## src/rtl/cpu_alu_issue_pkg.sv

```systemverilog
// Shared CPU ALU encodings: opcodes, operand-select values and the issue-queue entry layout.
// Opcode values are owned here so the decoder, this issue block and the ALU agree.
package cpu_alu_issue_pkg;

    localparam logic [5:0] OP_SIGNED_ADD = 6'd0;
    localparam logic [5:0] OP_SUB        = 6'd1;
    localparam logic [5:0] OP_AND        = 6'd2;
    localparam logic [5:0] OP_OR         = 6'd3;
    localparam logic [5:0] OP_XOR        = 6'd4;

    typedef enum logic { OP1_SEL_RS1 = 1'b0, OP1_SEL_PC  = 1'b1 } op1_sel_e;
    typedef enum logic { OP2_SEL_RS2 = 1'b0, OP2_SEL_IMM = 1'b1 } op2_sel_e;

    typedef struct packed {
        logic [5:0]  op;
        logic [31:0] rs1;
        logic [31:0] rs2;
        logic [4:0]  rs1_idx;
        logic [4:0]  rs2_idx;
        logic [31:0] pc;
        logic [31:0] imm;
        op1_sel_e    op1_sel;
        op2_sel_e    op2_sel;
        logic [4:0]  rd;
    } issue_op_t;

    // x0 is hardwired zero, so a producer targeting it never forwards.
    function automatic logic bypass_hit(input logic prod_vld, input logic [4:0] prod_rd,
                                        input logic [4:0] src_idx);
        return prod_vld && (prod_rd != 5'd0) && (prod_rd == src_idx);
    endfunction

endpackage

```

## src/rtl/cpu_alu_issue_fifo.sv

```systemverilog
// Two-entry skid FIFO with 1-bit wrapping pointers; head is read combinationally.
// Push when full and pop when empty are ignored.
module cpu_alu_issue_fifo #(
    parameter int WIDTH = 8
) (
    input  logic             i_clock,
    input  logic             i_reset,
    input  logic             i_push,
    input  logic             i_pop,
    input  logic [WIDTH-1:0] i_data,
    output logic [WIDTH-1:0] o_head,
    output logic [1:0]       o_count
);

    logic [WIDTH-1:0] r_mem [2];
    logic             r_rd_ptr;
    logic             r_wr_ptr;
    logic [1:0]       r_count;
    logic             w_push;
    logic             w_pop;

    assign w_push  = i_push && (r_count != 2'd2);
    assign w_pop   = i_pop && (r_count != 2'd0);
    assign o_head  = r_mem[r_rd_ptr];
    assign o_count = r_count;

    always_ff @(posedge i_clock or posedge i_reset) begin
        if (i_reset) begin
            r_rd_ptr <= 1'b0;
            r_wr_ptr <= 1'b0;
            r_count  <= 2'd0;
        end else begin
            if (w_push) r_wr_ptr <= ~r_wr_ptr;
            if (w_pop)  r_rd_ptr <= ~r_rd_ptr;
            case ({w_push, w_pop})
                2'b10:   r_count <= r_count + 2'd1;
                2'b01:   r_count <= r_count - 2'd1;
                default: r_count <= r_count;
            endcase
        end
    end

    always_ff @(posedge i_clock) begin
        if (w_push) r_mem[r_wr_ptr] <= i_data;
    end

endmodule

```

## src/rtl/cpu_alu_issue.sv

```systemverilog
// ALU issue stage: buffers operations, drives an external ALU from the queue head and
// registers its result, forwarding that result to the next head's register operands.
module cpu_alu_issue
    import cpu_alu_issue_pkg::*;
#(
    parameter int TAG_WIDTH = 4
) (
    input  logic                 i_reset,
    input  logic                 i_clock,
    input  logic                 i_valid,
    output logic                 o_ready,
    input  logic [5:0]           i_op,
    input  logic [31:0]          i_rs1,
    input  logic [31:0]          i_rs2,
    input  logic [4:0]           i_rs1_idx,
    input  logic [4:0]           i_rs2_idx,
    input  logic [31:0]          i_pc,
    input  logic [31:0]          i_imm,
    input  logic                 i_op1_sel,
    input  logic                 i_op2_sel,
    input  logic [4:0]           i_rd,
    input  logic [TAG_WIDTH-1:0] i_tag,
    output logic [5:0]           o_alu_op,
    output logic [31:0]          o_alu_op1,
    output logic [31:0]          o_alu_op2,
    input  logic [31:0]          i_alu_result,
    output logic                 o_valid,
    input  logic                 i_ready,
    output logic [31:0]          o_result,
    output logic [4:0]           o_rd,
    output logic [TAG_WIDTH-1:0] o_tag
);

    localparam int ENTRY_W = $bits(issue_op_t) + TAG_WIDTH;

    issue_op_t              w_in_op;
    issue_op_t              w_head_op;
    logic [TAG_WIDTH-1:0]   w_head_tag;
    logic [ENTRY_W-1:0]     w_head;
    logic [1:0]             w_count;
    logic                   w_push;
    logic                   w_adv;
    logic                   w_byp1;
    logic                   w_byp2;

    logic                   r_vld_p1;
    logic [31:0]            r_result_p1;
    logic [4:0]             r_rd_p1;
    logic [TAG_WIDTH-1:0]   r_tag_p1;

    assign w_in_op = '{op: i_op, rs1: i_rs1, rs2: i_rs2, rs1_idx: i_rs1_idx,
                       rs2_idx: i_rs2_idx, pc: i_pc, imm: i_imm,
                       op1_sel: op1_sel_e'(i_op1_sel), op2_sel: op2_sel_e'(i_op2_sel),
                       rd: i_rd};

    // o_ready depends only on the registered count, never on i_ready.
    assign o_ready = (w_count != 2'd2);
    assign w_push  = i_valid && o_ready;
    assign w_adv   = (!r_vld_p1 || i_ready) && (w_count != 2'd0);

    cpu_alu_issue_fifo #(.WIDTH(ENTRY_W)) u_fifo (
        .i_clock (i_clock),
        .i_reset (i_reset),
        .i_push  (w_push),
        .i_pop   (w_adv),
        .i_data  ({w_in_op, i_tag}),
        .o_head  (w_head),
        .o_count (w_count)
    );

    assign {w_head_op, w_head_tag} = w_head;

    // p0: head operands, with the registered result forwarded into rs-selected sources.
    assign w_byp1 = (w_head_op.op1_sel == OP1_SEL_RS1) &&
                    bypass_hit(r_vld_p1, r_rd_p1, w_head_op.rs1_idx);
    assign w_byp2 = (w_head_op.op2_sel == OP2_SEL_RS2) &&
                    bypass_hit(r_vld_p1, r_rd_p1, w_head_op.rs2_idx);

    assign o_alu_op  = w_head_op.op;
    assign o_alu_op1 = (w_head_op.op1_sel == OP1_SEL_PC) ? w_head_op.pc :
                       (w_byp1 ? r_result_p1 : w_head_op.rs1);
    assign o_alu_op2 = (w_head_op.op2_sel == OP2_SEL_IMM) ? w_head_op.imm :
                       (w_byp2 ? r_result_p1 : w_head_op.rs2);

    // p1: result register, held while the consumer stalls.
    always_ff @(posedge i_clock or posedge i_reset) begin
        if (i_reset) begin
            r_vld_p1    <= 1'b0;
            r_result_p1 <= '0;
            r_rd_p1     <= '0;
            r_tag_p1    <= '0;
        end else if (w_adv) begin
            r_vld_p1    <= 1'b1;
            r_result_p1 <= i_alu_result;
            r_rd_p1     <= w_head_op.rd;
            r_tag_p1    <= w_head_tag;
        end else if (r_vld_p1 && i_ready) begin
            r_vld_p1    <= 1'b0;
        end
    end

    assign o_valid  = r_vld_p1;
    assign o_result = r_result_p1;
    assign o_rd     = r_rd_p1;
    assign o_tag    = r_tag_p1;

endmodule

```

## config.mk

```make
export PLATFORM = sky130hd
export DESIGN_NAME = cpu_alu_issue
export DESIGN_NICKNAME = d
export VERILOG_FILES = /design/src/rtl/cpu_alu_issue_pkg.sv /design/src/rtl/cpu_alu_issue_fifo.sv /design/src/rtl/cpu_alu_issue.sv
export SDC_FILE = /design/constraint.sdc
export NUM_CORES = 1
export LEC_CHECK = 0
export CAP_MARGIN = 20
export CORE_MARGIN = 2
export CORE_UTILIZATION = 55
export DETAILED_ROUTE_END_ITERATION = 16
export PLACE_DENSITY = 0.85
export SETUP_SLACK_MARGIN = 0.2
export SLEW_MARGIN = 20
export SYNTH_ARGS = -nofsm -noshare
export SYNTH_HDL_FRONTEND = slang
export SYNTH_SLANG_ARGS = --single-unit
```

## constraint.sdc

```tcl
create_clock -name i_clock -period 19.5 [get_ports i_clock]
set_clock_uncertainty 0.15 [all_clocks]
set_input_delay 5.85 -clock i_clock [delete_from_list [all_inputs] [get_ports i_clock]]
set_output_delay 5.85 -clock i_clock [all_outputs]
set_load 0.005 [all_outputs]
```

==> results.cfg, run 1 <==
[critical_path]
cp_num_buf_inv = 2
crit_slowest_cell = dfrtp_4
crit_path_end_kind = output pin
crit_family = simple AND/OR/NAND/NOR gates
cp-start-kind = flip-flop
slowest_delay_ps = 970
crit_chain = buf_4, mux2i_1, xor2_1, nand3_2, or2_1, a221oi_1, clkdlybuf4s50_1
worstPathMaxFanout = 62
path_class = flip-flop to output pin
required_ps = 13500
cp.arrival_ps = 5460

[placement]
gp_congestion = 0.881
dpl_cell_area_sq_mm = 0.0177
dp_hpwl_mm = 24.1
io_buffers = 303

[clock_tree]
tritoncts = done
cts_resized = 0
cts_made_buffers = 37
clock-sinks = 356
clkTransAtPathRegs_ps = 60
ctsHtreeMaxLevel = 2
clk_latency_ps = 510
cts_hold_buf = 0
cts.path.max_buffers = 3
post_cts_buffers = 0
cts_root_buf = clkbuf_16

[routing]
num_vias = 9004
drt-total-wl_mm = 36.6
drt_pass1_iterations = 5
drc = 0
first_iter_violations = 819
via_per_inst = 5.97
wl_per_cell_um = 24.2
ant_nets = 0

[layout]
layout_common_cells = 310 x edfxtp_1, 303 x clkdlybuf4s50_1, 104 x mux2i_1, 66 x mux2_2, 45 x dfrtp_1
num-nets-final = 1329
area_growth_pct = 31.2
final_common_cell = edfxtp_1
final_cell_area_sq_mm = 0.0189
multiInputGateArea_sq_mm = 0.00366
drive_gt1_share_pct = 15.4
fillers = 1633
seqCellArea_sq_mm = 0.0105

[floorplan]
start_util_pct = 55.7
dieArea_sq_mm = 0.0275
coreArea_sq_mm = 0.0258
rows = 59
dieWidth_um = 166
die_h_um = 166
ios = 304

[sta]
setup_viol_count_final = 0
hold_viol_final = 0
worst_slew_pin_slew_ps = 1010
tns_ps = 0
slew-limit-headroom_pct = 31.4
fin_crit_ps = 11460
rsz0062_at_grt = false
fin_crit_sh_pct = 58.8
fmax_mhz = 87.3
slew_viol_final = 0

[flow_run]
cap_viol_max_count = 0

[min_path]
hold_class = flip-flop to flip-flop

[grt]
grt_pass1_vias = 9283
antenna_found_initial = 8
overflow = 0
grt_first_pass_wirelength_mm = 54.9
grt_max_degree = 72
grt.total_usage_pct = 26.2

[status]
status = completed

[logic_synthesis]
netlist_instances = 853
async_flop_share_pct = 12.9
avgSynthCellArea_sq_um = 16.9
netlist_area_sq_mm = 0.0144
synth-seq-area-share_pct = 72.7
synth_area_leaders = edfxtp_1 65%, dfrtp_1 8.0%, mux2i_1 7.4%
synth_top_area_cell = edfxtp_1
ys_warn_count = 0
synth_ff_type = edfxtp_1
synth-edff-count = 310
syn_nets = 1045
yosys.cell_types.count = 33
synth_seq_cells = 356
synth_top_area_share_pct = 64.7

[pwr]
irDropWorstVdd_mv = 0.0994
power_density_mw_per_mm2 = 158
p_leak_nw = 6.58
finalPower_mw = 2.98
-- registers in the layout, summed over array words and instances, names as in the netlist --
register         count
u_fifo.r_rd_ptr      1
o_valid              1
u_fifo.r_mem       310
o_rd                 5
o_result            32
u_fifo.r_wr_ptr      1
o_tag                4
u_fifo.o_count       2
-- kinds of logic (layout without fill, tap and decap cells) --
group                    Yosys count  count (layout)  share of synthesized area (%)
AO/OA/AOI/OAI                    142             142                           7.99
XOR/XNOR                          17              17                           1.04
adder cells (fa/ha/maj)            1               1                         0.0870
buffers and inverters             70             383                           2.28
flip-flops                       356             356                           72.7
multiplexers                     172             172                           12.5
other                              0               8                              0
AND/OR/NAND/NOR                   95              95                           3.35
-- Yosys cell counts (6+ instances only) --
cell / n
nor3_1: 16
a211oi_1: 15
clkbuf_1: 35
buf_2: 22
xor2_1: 14
nand2_1: 7
dfrtp_1: 46
mux2i_1: 106
or3_1: 17
a31o_2: 16
o21ai_0: 18
nor2_1: 30
a221oi_1: 15
a21oi_1: 11
o311a_1: 6
o221a_2: 26
buf_4: 6
nor2b_1: 15
o211ai_1: 32
edfxtp_1: 310
mux2_2: 66
-- area by class of cell --
cell class | instances | share of cell area, %
timing repair buffer | 312 | 16.4
antenna | 8 | 0.106
sequential | 356 | 55.5
clock buffer | 53 | 5.56
tap | 335 | 2.22
multi-input combinational | 427 | 19.4
clock inverter | 15 | 0.776
inverter | 3 | 0.0597
-- report_power, final --
group / switching, mW / internal (mW) / total, mW
Combinational: 0.526 / 0.561 / 1.09
Clock: 0.273 / 0.414 / 0.687
Sequential: 0.152 / 1.06 / 1.21
-- routing by layer --
metal  GRT usage [%]  wire length (um)  up-vias
li1                -                 -     3971
met1            32.5             14100     4486
met2            43.2             18200      425
met3            6.24              2510      118
met4            13.8              1710        4
met5               0                30        -
-- per-stage QoR --
step	setup slack [ps]	util, %	std cells	hold slack (ps)
2_1_floorplan	6300	-	853	311
3_3_place_gp	8920	68.3	1433	330
3_5_place_dp	8630	68.3	1433	344
4_1_cts	8040	73.0	1501	353
5_1_grt	7750	73.0	1506	393
6_report	8040	73.0	1509	349
-- worst paths after layout --
path / cells after the start / slack, ps / to / startpoint
worst max-delay path: 7 / 8040 / o_alu_op1[2] / u_fifo.r_rd_ptr
worst min-delay path: 1 / 350 / u_fifo.o_count[1] / u_fifo.o_count[1]
worst max register to register: 4 / 16590 / u_fifo.r_mem[0][46] / u_fifo.o_count[0]
worst min register to register: 1 / 350 / u_fifo.o_count[1] / u_fifo.o_count[1]
max in group asynchronous: 3 / 12880 / u_fifo.r_rd_ptr / i_reset
min in group asynchronous: 3 / 5750 / o_tag[1] / i_reset
Note: power is estimated with default switching activity, not from simulation.
==> run 2, diff against run 1 <==
--- a/config.mk
+++ b/config.mk
@@ -7,9 +7,9 @@
 export LEC_CHECK = 0
 export CAP_MARGIN = 20
 export CORE_MARGIN = 2
-export CORE_UTILIZATION = 55
+export CORE_UTILIZATION = 51
 export DETAILED_ROUTE_END_ITERATION = 16
-export PLACE_DENSITY = 0.85
+export PLACE_DENSITY = 0.8
 export SETUP_SLACK_MARGIN = 0.2
 export SLEW_MARGIN = 20
 export SYNTH_ARGS = -nofsm -noshare
==> constraint.sdc (replaced) <==
create_clock -name i_clock -period 10.95 [get_ports i_clock]
set_clock_uncertainty 0.15 [all_clocks]
set_input_delay 3.285 -clock i_clock [delete_from_list [all_inputs] [get_ports i_clock]]
set_output_delay 3.285 -clock i_clock [all_outputs]
set_load 0.005 [all_outputs]
==> run 2 against run 1 <==
Compared with the run above: largest power group unchanged; via count fell by 0.87%; final cell count rose by 3.2%; total power rose by 79%; clock power rose by 80%.
==> results.cfg, run 2 (synthesis gave the netlist of run 1 again) <==
[floorplan]
dieArea_sq_mm = 0.0296
rows = 61
coreArea_sq_mm = 0.0278
ios = 304
die_h_um = 172
start_util_pct = 51.8
dieWidth_um = 172

[grt]
grt_first_pass_wirelength_mm = 53.7
grt_pass1_vias = 8976
antenna_found_initial = 6
grt.total_usage_pct = 24.6
overflow = 0
grt_max_degree = 77

[clock_tree]
tritoncts = done
clkTransAtPathRegs_ps = 50
clock-sinks = 356
cts.path.max_buffers = 3
post_cts_buffers = 0
ctsHtreeMaxLevel = 2
cts_made_buffers = 39
cts_hold_buf = 0
clk_latency_ps = 510
cts_root_buf = clkbuf_16
cts_resized = 0

[sta]
fin_crit_ps = 8230
hold_viol_final = 0
rsz0062_at_grt = false
slew-limit-headroom_pct = 27.2
slew_viol_final = 0
worst_slew_pin_slew_ps = 1090
setup_viol_count_final = 0
fin_crit_sh_pct = 75.1
fmax_mhz = 122
tns_ps = 0
timing.final.ws_setup_ps = 2720

[routing]
first_iter_violations = 674
drc = 0
ant_nets = 0
wl_per_cell_um = 23.7
drt_pass1_iterations = 5
via_per_inst = 5.73
drt-total-wl_mm = 37.0
num_vias = 8926

[critical_path]
cp-start-kind = flip-flop
crit_path_end_kind = output pin
cp.arrival_ps = 4790
cp_num_buf_inv = 3
slowest_delay_ps = 930
crit_chain = buf_4, mux2i_1, xor2_1, nand3_2, buf_4, or2_1, a221oi_1, clkdlybuf4s50_1
path_class = flip-flop to output pin
crit_family = buffers and inverters
crit_slowest_cell = dfrtp_4
crit_top_cell = buf_4
worstPathMaxFanout = 55
required_ps = 7520

[placement]
dpl_cell_area_sq_mm = 0.0178
io_buffers = 303
gp_congestion = 0.820
dp_worst_setup_slack_ps = 3320
dp_hpwl_mm = 24.1

[layout]
largest_reg_flops = 310
num-nets-final = 1334
area_growth_pct = 32.0
drive_gt1_share_pct = 15.8
final_cell_area_sq_mm = 0.0190
top_register = u_fifo.r_mem
final_common_cell = edfxtp_1
utilization_pct = 68.3
layout_common_cells = 310 x edfxtp_1, 303 x clkdlybuf4s50_1, 104 x mux2i_1, 66 x mux2_2, 45 x dfrtp_1
fillers = 1908

[status]
status = completed

[pwr]
finalPower_mw = 5.34
p_leak_nw = 6.62
power_density_mw_per_mm2 = 281
irDropWorstVdd_mv = 0.211

[min_path]
hold_class = flip-flop to flip-flop

[flow_run]
cap_viol_max_count = 0
==> run 2: layer usage <==
layer / global-route usage [%] / part of all wire [%] / vias up
li1: - / - / 3980
met1: 32.3 / 40 / 4446
met2: 39.3 / 49 / 404
met3: 5.52 / 7.1 / 96
met4: 11.7 / 3.9 / 0
met5: 0 / 0 / -
==> run 2: final timing paths <==
| check | start | endpoint | slack, ps | depth (start not counted) |
|---|---|---|---|---|
| setup / recovery | u_fifo.r_rd_ptr | o_alu_op1[27] | 2720 | 8 |
| hold / removal | u_fifo.o_count[1] | u_fifo.o_count[1] | 340 | 1 |
| setup reg to reg | u_fifo.o_count[0] | u_fifo.r_mem[0][114] | 8240 | 4 |
| hold reg to reg | u_fifo.o_count[1] | u_fifo.o_count[1] | 340 | 1 |
| max in group asynchronous | i_reset | u_fifo.r_rd_ptr | 6880 | 3 |
| min in group asynchronous | i_reset | o_result[9] | 3170 | 3 |
==> run 2: area by class of cell <==
class,instances,area [sq um],share of cell area (%)
Multi-Input combinational cell,427,3660,19.3
Clock inverter,18,139,0.731
Clock buffer,53,1080,5.69
Timing Repair Buffer,315,3140,16.6
Sequential cell,356,10500,55.1
Tap cell,378,473,2.49
Inverter,3,11.3,0.0593
Antenna cell,7,17.5,0.0923
==> run 2: report_power, final <==
part	internal, mW	switching, mW
clock	0.739	0.504
combinational	1.01	0.951
sequential	1.88	0.254
==> run 2: worst register-to-register path, delay by kind of cell, from the launching register on <==
family	cells	cell delay [ps]
buffers and inverters	1	910
AND/OR/NAND/NOR	3	760
flip-flops	1	410
==> run 2: stage by stage <==
step,hold slack (ps),std cells
global placement,332,1478
global route,364,1554
detailed placement,338,1479
floorplan,311,853
finish,344,1557
CTS,349,1550
==> run 3, diff against run 2 <==
==> constraint.sdc (replaced) <==
create_clock -name i_clock -period 7.7 [get_ports i_clock]
set_clock_uncertainty 0.15 [all_clocks]
set_input_delay 2.31 -clock i_clock [delete_from_list [all_inputs] [get_ports i_clock]]
set_output_delay 2.31 -clock i_clock [all_outputs]
set_load 0.005 [all_outputs]
==> run 3 against run 2 <==
Compared with the run above: routed wire length hardly changed; final cell count is 0.26% lower; global-route usage is 0.17 points higher; critical endpoint is now o_alu_op2[2]; largest power group unchanged.
==> results.cfg, run 3 (synthesis gave the netlist of run 1 again) <==
[sta]
slew_viol_final = 0
holdWs_ps = 379
tns_ps = 0
fmax_mhz = 152
hold_viol_final = 0
fin_crit_sh_pct = 85.5
fin_crit_ps = 6580
worst_slew_pin_slew_ps = 1060
rsz0062_at_grt = false
slew-limit-headroom_pct = 29.5
setup_viol_count_final = 0

[placement]
io_buffers = 303
gp_congestion = 0.841
dp_hpwl_mm = 24.3
dpl_cell_area_sq_mm = 0.0178

[pwr]
p_leak_nw = 6.64
finalPower_mw = 7.65
irDropWorstVdd_mv = 0.233
power_density_mw_per_mm2 = 402

[clock_tree]
cts_root_buf = clkbuf_16
tritoncts = done
clkTransAtPathRegs_ps = 60
cts_resized = 0
clock-sinks = 356
cts.path.max_buffers = 3
cts_made_buffers = 39
cts_hold_buf = 0
post_cts_buffers = 0
clk_latency_ps = 500
ctsHtreeMaxLevel = 2

[critical_path]
worstPathMaxFanout = 48
cp_num_buf_inv = 3
cp-start-kind = flip-flop
crit_top_cell = buf_4
crit_family = buffers and inverters
cp.arrival_ps = 4120
path_class = flip-flop to output pin
slowest_delay_ps = 790
crit_chain = buf_4, mux2i_4, buf_4, o211ai_1, o221a_2, clkdlybuf4s50_1
required_ps = 5240
reg2reg_setup_slack_ps = 5280
crit_slowest_cell = dfrtp_4
crit_path_end_kind = output pin

[routing]
num_vias = 8970
via_per_inst = 5.78
drc = 0
wl_per_cell_um = 23.8
first_iter_violations = 823
drt-total-wl_mm = 37.0
ant_nets = 0
drt_pass1_iterations = 5

[grt]
antenna_found_initial = 6
grt_pass1_vias = 9139
grt_max_degree = 156
overflow = 0
grt.total_usage_pct = 24.8
grt_first_pass_wirelength_mm = 54.5

[min_path]
hold_class = flip-flop to flip-flop

[floorplan]
ios = 304
dieWidth_um = 172
die_h_um = 172
rows = 61
dieArea_sq_mm = 0.0296
start_util_pct = 51.8
coreArea_sq_mm = 0.0278

[layout]
utilization_pct = 68.5
num-nets-final = 1334
layout_common_cells = 310 x edfxtp_1, 303 x clkdlybuf4s50_1, 104 x mux2i_1, 66 x mux2_2, 45 x dfrtp_1
area_growth_pct = 32.3
top_register = u_fifo.r_mem
final_cell_area_sq_mm = 0.0190
final_common_cell = edfxtp_1
largest_reg_flops = 310
drive_gt1_share_pct = 16.1

[status]
status = completed

[flow_run]
cap_viol_max_count = 0
run 3: cell types whose count changed in the layout (fill, tap and decap cells not counted), moves of 2 or more:
cell / previous run / this run
buf_12: 0 / 2
clkbuf_1: 11 / 6
clkbuf_8: 1 / 4
diode_2: 7 / 5
run 3: final timing paths:
path                                   start  cells past startpoint                end
max in group asynchronous            i_reset                      3    u_fifo.r_rd_ptr
hold reg to reg            u_fifo.o_count[1]                      1  u_fifo.o_count[1]
setup reg to reg           u_fifo.o_count[0]                      4       o_result[24]
hold / removal             u_fifo.o_count[1]                      1  u_fifo.o_count[1]
setup / recovery             u_fifo.r_rd_ptr                      6       o_alu_op2[2]
min in group asynchronous            i_reset                      3        o_result[6]
run 3: per-stage QoR:
step / worst slack, ps / cells
after CTS: 1100 / 1548
after detailed placement: 1620 / 1479
after global placement: 1700 / 1479
after floorplan: 660 / 853
after global routing: 925 / 1551
final: 1120 / 1553
run 3: worst register-to-register path, delay by kind of cell, from the launching register on:
family                 cells  cell delay [ps]
buffers and inverters      1              510
and+or+nand+nor            1              110
AOI/OAI and AO/OA          1              680
muxes                      1              420
DFF                        1              430
run 3: layer usage:
| metal | GRT usage [%] | wire length, um | share of wire (%) |
|---|---|---|---|
| met5 | 0 | 29 | 0.078 |
| met4 | 10.2 | 1500 | 4.0 |
| met3 | 6.57 | 3030 | 8.2 |
| met2 | 39.7 | 17800 | 48 |
| met1 | 32.4 | 14600 | 40 |
run 3: layout make-up:
| type | instances | area, sq um |
|---|---|---|
| Inverter | 3 | 11.3 |
| Timing Repair Buffer | 315 | 3150 |
| Clock buffer | 51 | 1100 |
| Clock inverter | 18 | 160 |
| Antenna cell | 5 | 12.5 |
| Multi-Input combinational cell | 427 | 3660 |
| Fill cell | 1884 | 8750 |
| Sequential cell | 356 | 10500 |
| Tap cell | 378 | 473 |
run 3: report_power, final:
group	total, mW	leakage [nW]	switching [mW]	internal, mW
sequential	3.03	3.40	0.353	2.68
combinational	2.80	2.61	1.36	1.44
clock	1.82	0.626	0.710	1.11
